--- src/rtl/movegen_pkg.sv ---
// Shared types for the move-generation scan sequencer.
// Square index = (rank-1)*8 + (file-1).
package movegen_pkg;

  typedef logic [5:0] sq_t;

  localparam logic [3:0] PC_K = 4'd1;
  localparam logic [3:0] PC_Q = 4'd2;
  localparam logic [3:0] PC_R = 4'd3;
  localparam logic [3:0] PC_B = 4'd4;
  localparam logic [3:0] PC_N = 4'd5;
  localparam logic [3:0] PC_P = 4'd6;
  localparam int PC_COLOR_BIT = 3;

  typedef enum logic [2:0] {
    S_IDLE,
    S_ATTACK,
    S_SRC,
    S_EMIT,
    S_OUT,
    S_DONE
  } scan_state_e;

  typedef struct packed {
    sq_t        from;
    sq_t        to;
    logic [2:0] promo;
  } move_t;

endpackage

--- src/rtl/lsb_enc64.sv ---
// Lowest-set-bit encoder for a 64-bit square mask.
// Returns index 0 and any=0 for an empty mask.
module lsb_enc64
  import movegen_pkg::*;
(
  input  logic [63:0] vec,
  output sq_t         idx,
  output logic        any
);

  always_comb begin
    idx = '0;
    any = |vec;
    for (int i = 63; i >= 0; i--) begin
      if (vec[i]) idx = sq_t'(i);
    end
  end

endmodule

--- src/rtl/movegen_scan.sv ---
// Scan sequencer: walks own pieces, strobes emit_move, streams (from,to).
// Define MOVEGEN_PROMO_EN to expand pawn promotions into Q/R/B/N moves.
module movegen_scan
  import movegen_pkg::*;
#(
  parameter int CNT_W = 8
) (
  input  logic             clk,
  input  logic             rst_n,
  input  logic             start,
  input  logic [63:0]      own_mask,
  input  logic [63:0]      pawn_mask,
  input  logic             wtp,
  output logic             load_attackers,
  output logic [63:0]      emit_move,
  input  logic [63:0]      target_square,
  output logic             move_valid,
  input  logic             move_ready,
  output logic [5:0]       move_from,
  output logic [5:0]       move_to,
  output logic [2:0]       move_promo,
  output logic             busy,
  output logic             scan_done,
  output logic [CNT_W-1:0] move_count
);

  localparam logic [CNT_W-1:0] CNT_MAX = '1;

  scan_state_e state, state_nxt;

  logic [63:0] src_mask;
  logic [63:0] tgt;
  sq_t         src;
  logic [1:0]  promo_idx;

  sq_t   src_lsb, tgt_lsb;
  logic  src_any, tgt_any;
  logic  fire, is_promo, last_copy;
  move_t mv;

  lsb_enc64 u_src_enc (
    .vec (src_mask),
    .idx (src_lsb),
    .any (src_any)
  );

  lsb_enc64 u_tgt_enc (
    .vec (tgt),
    .idx (tgt_lsb),
    .any (tgt_any)
  );

`ifdef MOVEGEN_PROMO_EN
  logic [63:0] pawn_q;
  logic        wtp_q;

  always_ff @(posedge clk or negedge rst_n) begin
    if (!rst_n) begin
      pawn_q <= '0;
      wtp_q  <= 1'b0;
    end else if (state == S_IDLE && start) begin
      pawn_q <= pawn_mask;
      wtp_q  <= wtp;
    end
  end

  // Last rank for the side to move: rank 8 for white, rank 1 for black.
  assign is_promo = pawn_q[src] &&
    (wtp_q ? (&tgt_lsb[5:3]) : (~|tgt_lsb[5:3]));
`else
  logic unused_promo;
  assign unused_promo = ^{pawn_mask, wtp};
  assign is_promo = 1'b0;
`endif

  assign last_copy = !is_promo || (promo_idx == 2'd3);
  assign move_valid = (state == S_OUT) && tgt_any;
  assign fire = move_valid && move_ready;

  always_comb begin
    state_nxt = state;
    unique case (state)
      S_IDLE:   if (start) state_nxt = S_ATTACK;
      S_ATTACK: state_nxt = S_SRC;
      S_SRC:    state_nxt = src_any ? S_EMIT : S_DONE;
      S_EMIT:   state_nxt = S_OUT;
      S_OUT:    if (!tgt_any) state_nxt = S_SRC;
      S_DONE:   state_nxt = S_IDLE;
      default:  state_nxt = S_IDLE;
    endcase
  end

  always_ff @(posedge clk or negedge rst_n) begin
    if (!rst_n) state <= S_IDLE;
    else        state <= state_nxt;
  end

  always_ff @(posedge clk or negedge rst_n) begin
    if (!rst_n) begin
      src_mask   <= '0;
      tgt        <= '0;
      src        <= '0;
      promo_idx  <= '0;
      move_count <= '0;
    end else begin
      unique case (state)
        S_IDLE: if (start) begin
          src_mask   <= own_mask;
          move_count <= '0;
        end
        S_SRC: if (src_any) src <= src_lsb;
        S_EMIT: begin
          tgt       <= target_square;
          promo_idx <= '0;
        end
        S_OUT: begin
          if (!tgt_any) begin
            src_mask[src] <= 1'b0;
          end else if (fire) begin
            if (move_count != CNT_MAX) move_count <= move_count + 1'b1;
            if (last_copy) begin
              tgt[tgt_lsb] <= 1'b0;
              promo_idx    <= '0;
            end else begin
              promo_idx <= promo_idx + 2'd1;
            end
          end
        end
        default: ;
      endcase
    end
  end

  always_comb begin
    mv = '0;
    if (move_valid) begin
      mv.from  = src;
      mv.to    = tgt_lsb;
      mv.promo = is_promo ? (PC_Q[2:0] + {1'b0, promo_idx}) : 3'd0;
    end
  end

  assign load_attackers = (state == S_ATTACK);
  assign emit_move = (state == S_EMIT) ? (64'd1 << src) : 64'd0;
  assign move_from = mv.from;
  assign move_to = mv.to;
  assign move_promo = mv.promo;
  assign busy = (state != S_IDLE);
  assign scan_done = (state == S_DONE);

endmodule

--- config.mk ---
export PLATFORM = sky130hd
export DESIGN_NAME = movegen_scan
export DESIGN_NICKNAME = d
export VERILOG_FILES = /design/src/rtl/movegen_pkg.sv /design/src/rtl/lsb_enc64.sv /design/src/rtl/movegen_scan.sv
export SDC_FILE = /design/constraint.sdc
export NUM_CORES = 1
export LEC_CHECK = 0
export BUFFER_PORTS_ARGS = -buffer_cell sky130_fd_sc_hd__clkbuf_2
export CAP_MARGIN = 20
export CORE_ASPECT_RATIO = 1.2
export CORE_MARGIN = 1
export CORE_UTILIZATION = 30
export CTS_BUF_LIST = sky130_fd_sc_hd__clkbuf_16
export CTS_CLUSTER_DIAMETER = 120
export CTS_CLUSTER_SIZE = 28
export DETAILED_ROUTE_END_ITERATION = 10
export HOLD_SLACK_MARGIN = 0.15
export PLACE_DENSITY = 0.54
export SETUP_SLACK_MARGIN = 0.3
export SLEW_MARGIN = 15
export SYNTH_ARGS = -nofsm -noshare
export SYNTH_HDL_FRONTEND = slang
export SYNTH_HIERARCHICAL = 1
export SYNTH_SLANG_ARGS = --single-unit
export TNS_END_PERCENT = 5
--- constraint.sdc ---
create_clock -name clk -period 7.4 [get_ports clk]
set_input_delay 0.37 -clock clk [delete_from_list [all_inputs] [get_ports clk]]
set_output_delay 0.37 -clock clk [all_outputs]
set_load 0.01 [all_outputs]
## Yosys cells after proc, flatten, opt, wreduce, memory -nomap -nowiden

Cells that the tools add are included.

| cells by class | value |
|---|---|
| $add $sub $neg | 1 |
| order comparisons | 4 |
| shifts and indexed selects | 1 |
| mux-type cells | 149 |
| equal/unequal tests | 11 |
| bitwise operators | 4 |
| reduce and logical (&&, ||, !) cells | 15 |

Operator list:

| kind | count |
|---|---|
| 6-bit 2-to-1 mux | 128 |
| 64-bit 2-to-1 mux | 5 |
| 64-bit case mux with 2 select lines | 2 |
| 64-bit AND | 2 |
| 64-bit NOT | 2 |
| 64-bit OR reduction | 2 |
| 1-bit by 6-bit << shifter with 64-bit output, first input constant | 1 |
| 8-bit 2-to-1 mux | 4 |
| 8-bit case mux with 2 select lines | 1 |
| 15-bit 2-to-1 mux | 1 |
| 3-bit case mux with 5 select lines | 1 |
| 6-bit by 7-bit < comparator with 1-bit output, second input constant | 2 |
| 1-bit demux with 6-bit select | 2 |
| 6-bit by 1-bit >= comparator with 1-bit output, second input constant | 2 |
| 3-bit 2-to-1 mux | 3 |
| 8-bit by 1-bit adder with 8-bit output, second input constant | 1 |
| 2-bit != test, second input constant | 4 |
| 8-bit != test, second input constant | 1 |
| 3-bit by 2-bit == test with 1-bit output, second input constant | 2 |
| 3-bit == test, second input constant | 2 |
| 3-bit AND reduction | 2 |
| 5-bit AND reduction | 1 |
| 1-bit logical AND | 4 |
| 2-bit AND reduction | 2 |
| other kinds (6) | 8 |

| word-level totals | value |
|---|---|
| bits of input ports | 197 |
| register bits after elaboration | 145 |

## Logic depth before layout (Yosys ltp)

| logic depth | value |
|---|---|
| depth in word-level cells | 73 |
| mapped depth | 11 |
| gate-level depth less buffers | 9 |

## By module

Netlist, hierarchy kept.

By module, submodules not included:

| module | area an instance (um2) | times used | sequential area each (um2) | cells an instance |
|---|---|---|---|---|
| movegen_scan | 7414.6 | 1 | 3628.5 | 820 |
| lsb_enc64 | 887.1 | 2 | 0.0 | 145 |

## Worst setup path after synthesis

No wires, ideal clock.

| path | value |
|---|---|
| path kind | flip-flop to flip-flop |
| start point | reg tgt[15] |
| end point | reg tgt[37] |
| setup time | 121 ps |
| data arrival time | 2727 ps |
| path buffers | 1 |
| setup slack | 4552 ps |
| stages on the path, launching flop included | 10 |
| path through | dfrtp_1 -> or4_4 -> nor2b_2 -> nand3_1 -> nor4_1 -> or3b_1 -> buf_1 -> o21ai_0 -> nand2_1 -> a22o_1 |

| between the ends | value |
|---|---|
| cells in the longest elaborated chain, start to end | 25 |

Ends and longest elaborated chain:

| what | line | text |
|---|---|---|
| start, declared | movegen_scan.sv:32 | `logic [63:0] tgt;` |
| start signal, assigned | movegen_scan.sv:113 | `tgt <= target_square;` |
| 6-bit 2-to-1 mux * (16 in series) | lsb_enc64.sv:15 | `if (vec[i]) idx = sq_t'(i);` |
| via tgt_lsb[5] | movegen_scan.sv:36 | `sq_t src_lsb, tgt_lsb;` |
| 6-bit by 7-bit < comparator with 1-bit output (implied by the code) or 6-bit by 1-bit >= comparator with 1-bit output (tied branches) | movegen_scan.sv:122 | `tgt[tgt_lsb] <= 1'b0;` |
| 1-bit logical AND (implied by the code) | movegen_scan.sv:122 |  |
| 1-bit 2-to-1 mux (implied by the code) | movegen_scan.sv:122 |  |
| 1-bit demux with 6-bit select * | movegen_scan.sv:122 |  |
| 64-bit NOT (no source line) * | n/a |  |
| 64-bit AND (no source line) * | n/a |  |
| 64-bit 2-to-1 mux * | movegen_scan.sv:119 | `end else if (fire) begin` |
| 64-bit 2-to-1 mux * | movegen_scan.sv:117 | `if (!tgt_any) begin` |
| 64-bit case mux with 2 select lines * | movegen_scan.sv:106 | `unique case (state)` |

The timed path passes the listed nets; every way through them passes the cells marked *. The select of a mux whose other input is x is not followed.
A chain may end at the register's enable or synchronous reset.

## Worst setup path in the final report

| path | value |
|---|---|
| start point | reg tgt[15] |
| end point | reg tgt[57] |

The elaborated chain is that of the path after synthesis.

==> results.tsv <==
stage	metric	value	unit
timing	drv_slew	0	
worst_setup_path	critPathMostFrequentCell	o211ai_1	
clock_tree	cts_resized	0	
global_route	grt.total_usage	21.4	%
worst_setup_path	criticalPathCategory	flip-flop to flip-flop	
job	cap_violations	0	
worst_setup_path	ff2ff_setup_slack	3.97	ns
synth	synth-async-reset-ratio	100	%
placed_design	io_buffer_count	219	
global_route	grt_pass1_vias	9039	
timing	setup_ws	3.97	ns
worst_hold_path	min_from	own_mask[31]	
layout	nFillCells	3168	
clock_tree	postCtsHoldBufs	36	
synth	ys_top_cells_by_count	nand2_1, dfrtp_1, o21ai_0	
routing	drtPass1Iterations	5	
power	p_per_area	387	nW/µm²
power	p_leak	5.08	nW
routing	drt-vias-per-instance	5.43	
floorplan	die_w	162	µm
floorplan	core_area	29900	µm²
floorplan	die_y	194	µm
synth	synth_most_common_cell	nand2_1	
outcome	status	completed	
timing	maxSlewHeadroom	33.4	%
placed_design	gp_congestion	0.909	
synth	synth-seq-cells	145	
layout	drive_above_1_share	22.0	%
routing	drt_iter0_drc	802	
clock_tree	cts-htree-levels	4	
worst_setup_path	cp_cell_sequence	or4_4 -> nor4_1 -> o211ai_1 -> o211ai_1 -> a21boi_1 -> or3b_1 -> o21ai_0 -> nand2_1 -> a22o_1	
global_route	grt_max_degree	77	
clock_tree	cts_setup_buffers	0	
synth	ys_types	68	
placed_design	pre_cts_slack	4.00	ns
timing	finalCritPeriodShare	46.4	%
layout	areaGrowthSynthToFinish	24.2	%
synth	syn_area	9190	µm²
routing	post_drt_wl_per_cell	19.5	µm
clock_tree	clk_pin_slew	0.07	ns
timing	setup_viol	0	
floorplan	std_cell_rows	69	
worst_hold_path	hold_class	input port to flip-flop	
worst_setup_path	end_kind	flip-flop	
routing	vias	9391	
worst_setup_path	cpPeakStageDelay	0.68	ns
global_route	antenna_found_initial	2	
routing	drc	0	
layout	fin_nets	1522	
global_route	globalRouteOverflowTotal	0	
synth	yosys_most_used_dff	dfrtp_1	
worst_setup_path	r2r_cells	9	
floorplan	boundaryPins	288	
worst_setup_path	crit_buf_inv	0	
power	power	0.00442	W
timing	rsz0062_at_grt	false	
clock_tree	cts_made_buffers	17	
timing	worst_pin_slew	0.995	ns
synth	synth.area.top_cells	dfrtp_1, a22o_1, nand2_1, o21ai_0, nor2_1	
clock_tree	cts_tree	done	
worst_hold_path	worstHoldEndpoint	src_mask[31]	
synth	yosysTopAreaCellShare	39.5	%
timing	fmax	291	MHz
synth	synth_edf_count	0	
clock_tree	cts.sinks	145	
clock_tree	cts-root-buf	clkbuf_16	
clock_tree	clk_latency	0.43	ns
global_route	grt_pass1_wl	51500	µm
floorplan	initial_core_util	30.8	%
worst_setup_path	reg2reg_from	tgt[15]	
placed_design	hpwl	24000	µm
worst_setup_path	critPathArrivalTime	3.75	ns
worst_hold_path	whs_path_depth	2	
synth	ys_seq_area_share	39.5	%
worst_setup_path	worstPathRequired	7.71	ns
worst_setup_path	cpLargestDelayFamily	simple AND/OR/NAND/NOR gates	
synth	synthCells	1110	
clock_tree	clockBufferDepth	2	
timing	hold_violations	0	
layout	utilization	38.2	%
synth	yosysTopAreaCell	dfrtp_1	
timing	setup_tns	0	ns
routing	routed_wl	33700	µm
worst_setup_path	start_kind	flip-flop	
routing	antenna_left	0	
synth	yosys_warnings	6	
worst_setup_path	slowest_stage	or3b_1	
worst_setup_path	r2r_end	tgt[57]	
floorplan	dieArea	31300	µm²
timing	min_period	3.43	ns
worst_setup_path	critPathMaxFanout	9	
synth	avgSynthCellArea	8.28	µm²
power	ir_drop	0.159	mV
timing	finClkSkew	0.0152	ns
registers in the layout, indices dropped and copies added, names as in the netlist:
signal	flops
src	6
state	3
tgt	64
src_mask	64
move_count	8
layer usage:
| metal | global-route usage (%) | up-vias | wire length (µm) |
|---|---|---|---|
| li1 | - | 4467 | - |
| met1 | 26.3 | 4487 | 13900 |
| met2 | 37.1 | 383 | 16900 |
| met3 | 3.51 | 54 | 2040 |
| met4 | 7.72 | 0 | 903 |
| met5 | 0 | - | 0 |
power by group:
part / switching (W) / internal, W / total [W]
combinational: 0.00111 / 0.000799 / 0.00191
sequential: 0.000506 / 0.00113 / 0.00164
clock: 0.000377 / 0.000495 / 0.000872
logic make-up (layout without fill, tap and decap cells):
logic type | count (synthesis) | after routing | share of synthesized area (%)
DFF | 145 | 145 | 39.5
muxes | 11 | 11 | 1.29
AOI/OAI and AO/OA | 364 | 364 | 26.2
buffers and inverters | 94 | 319 | 5.24
adders and majority gates | 1 | 1 | 0.136
other | 1 | 5 | 0.0408
and+or+nand+nor | 494 | 494 | 27.6
how the worst max path moves through the flow:
stage / from / slack (ns) / depth (start not counted) / to
floorplan: tgt[15] / 4.55 / 9 / tgt[37]
global placement: tgt[15] / 4.02 / 9 / tgt[57]
detailed placement: tgt[10] / 4.00 / 8 / tgt[47]
CTS: tgt[10] / 3.88 / 6 / move_to[5]
global route: tgt[59] / 3.66 / 9 / tgt[61]
finish: tgt[15] / 3.97 / 9 / tgt[57]
cell type report:
cell class	count	area, µm²	share of cell area, %
diodes	2	5.00	0.0439
clock buffers	17	425	3.73
clock inverters	15	145	1.27
inverters	23	86.3	0.756
multi-input cells	873	5090	44.6
flip-flops and latches	145	3630	31.8
well taps	390	488	4.28
repair buffers	264	1540	13.5
metrics by stage:
step                      std cells  cell area (µm²)  hold slack (ns)
after global placement         1656            10400            0.463
after global routing           1729            11400            0.156
after floorplan                1112             9200           0.0744
after detailed placement       1656            10400            0.460
after CTS                      1724            11400            0.150
final                          1729            11400            0.159
placed cells by master, fill, tap and decap left out, types with 5 or more instances in the layout:
cell           count
clkbuf_2         219
a22o_1            97
nor3_1            28
a21oi_1           52
or3_1              9
nand2_1          191
nand3_1           18
dlygate4sd3_1     36
or4_1              6
buf_4              6
dfrtp_1          145
nand3b_1          14
nor2b_1           10
o211ai_1           9
nor4_1            32
nand2b_1          11
and2_1            14
nand4_1            5
clkbuf_16         17
or3b_1             8
o31ai_1            7
o21a_1             8
nor2_1           106
and3_1             6
mux2_2             7
o21ai_1           30
inv_1             27
o21bai_1           6
o21ai_0          115
No activity file was read; power rests on OpenSTA's default activity.
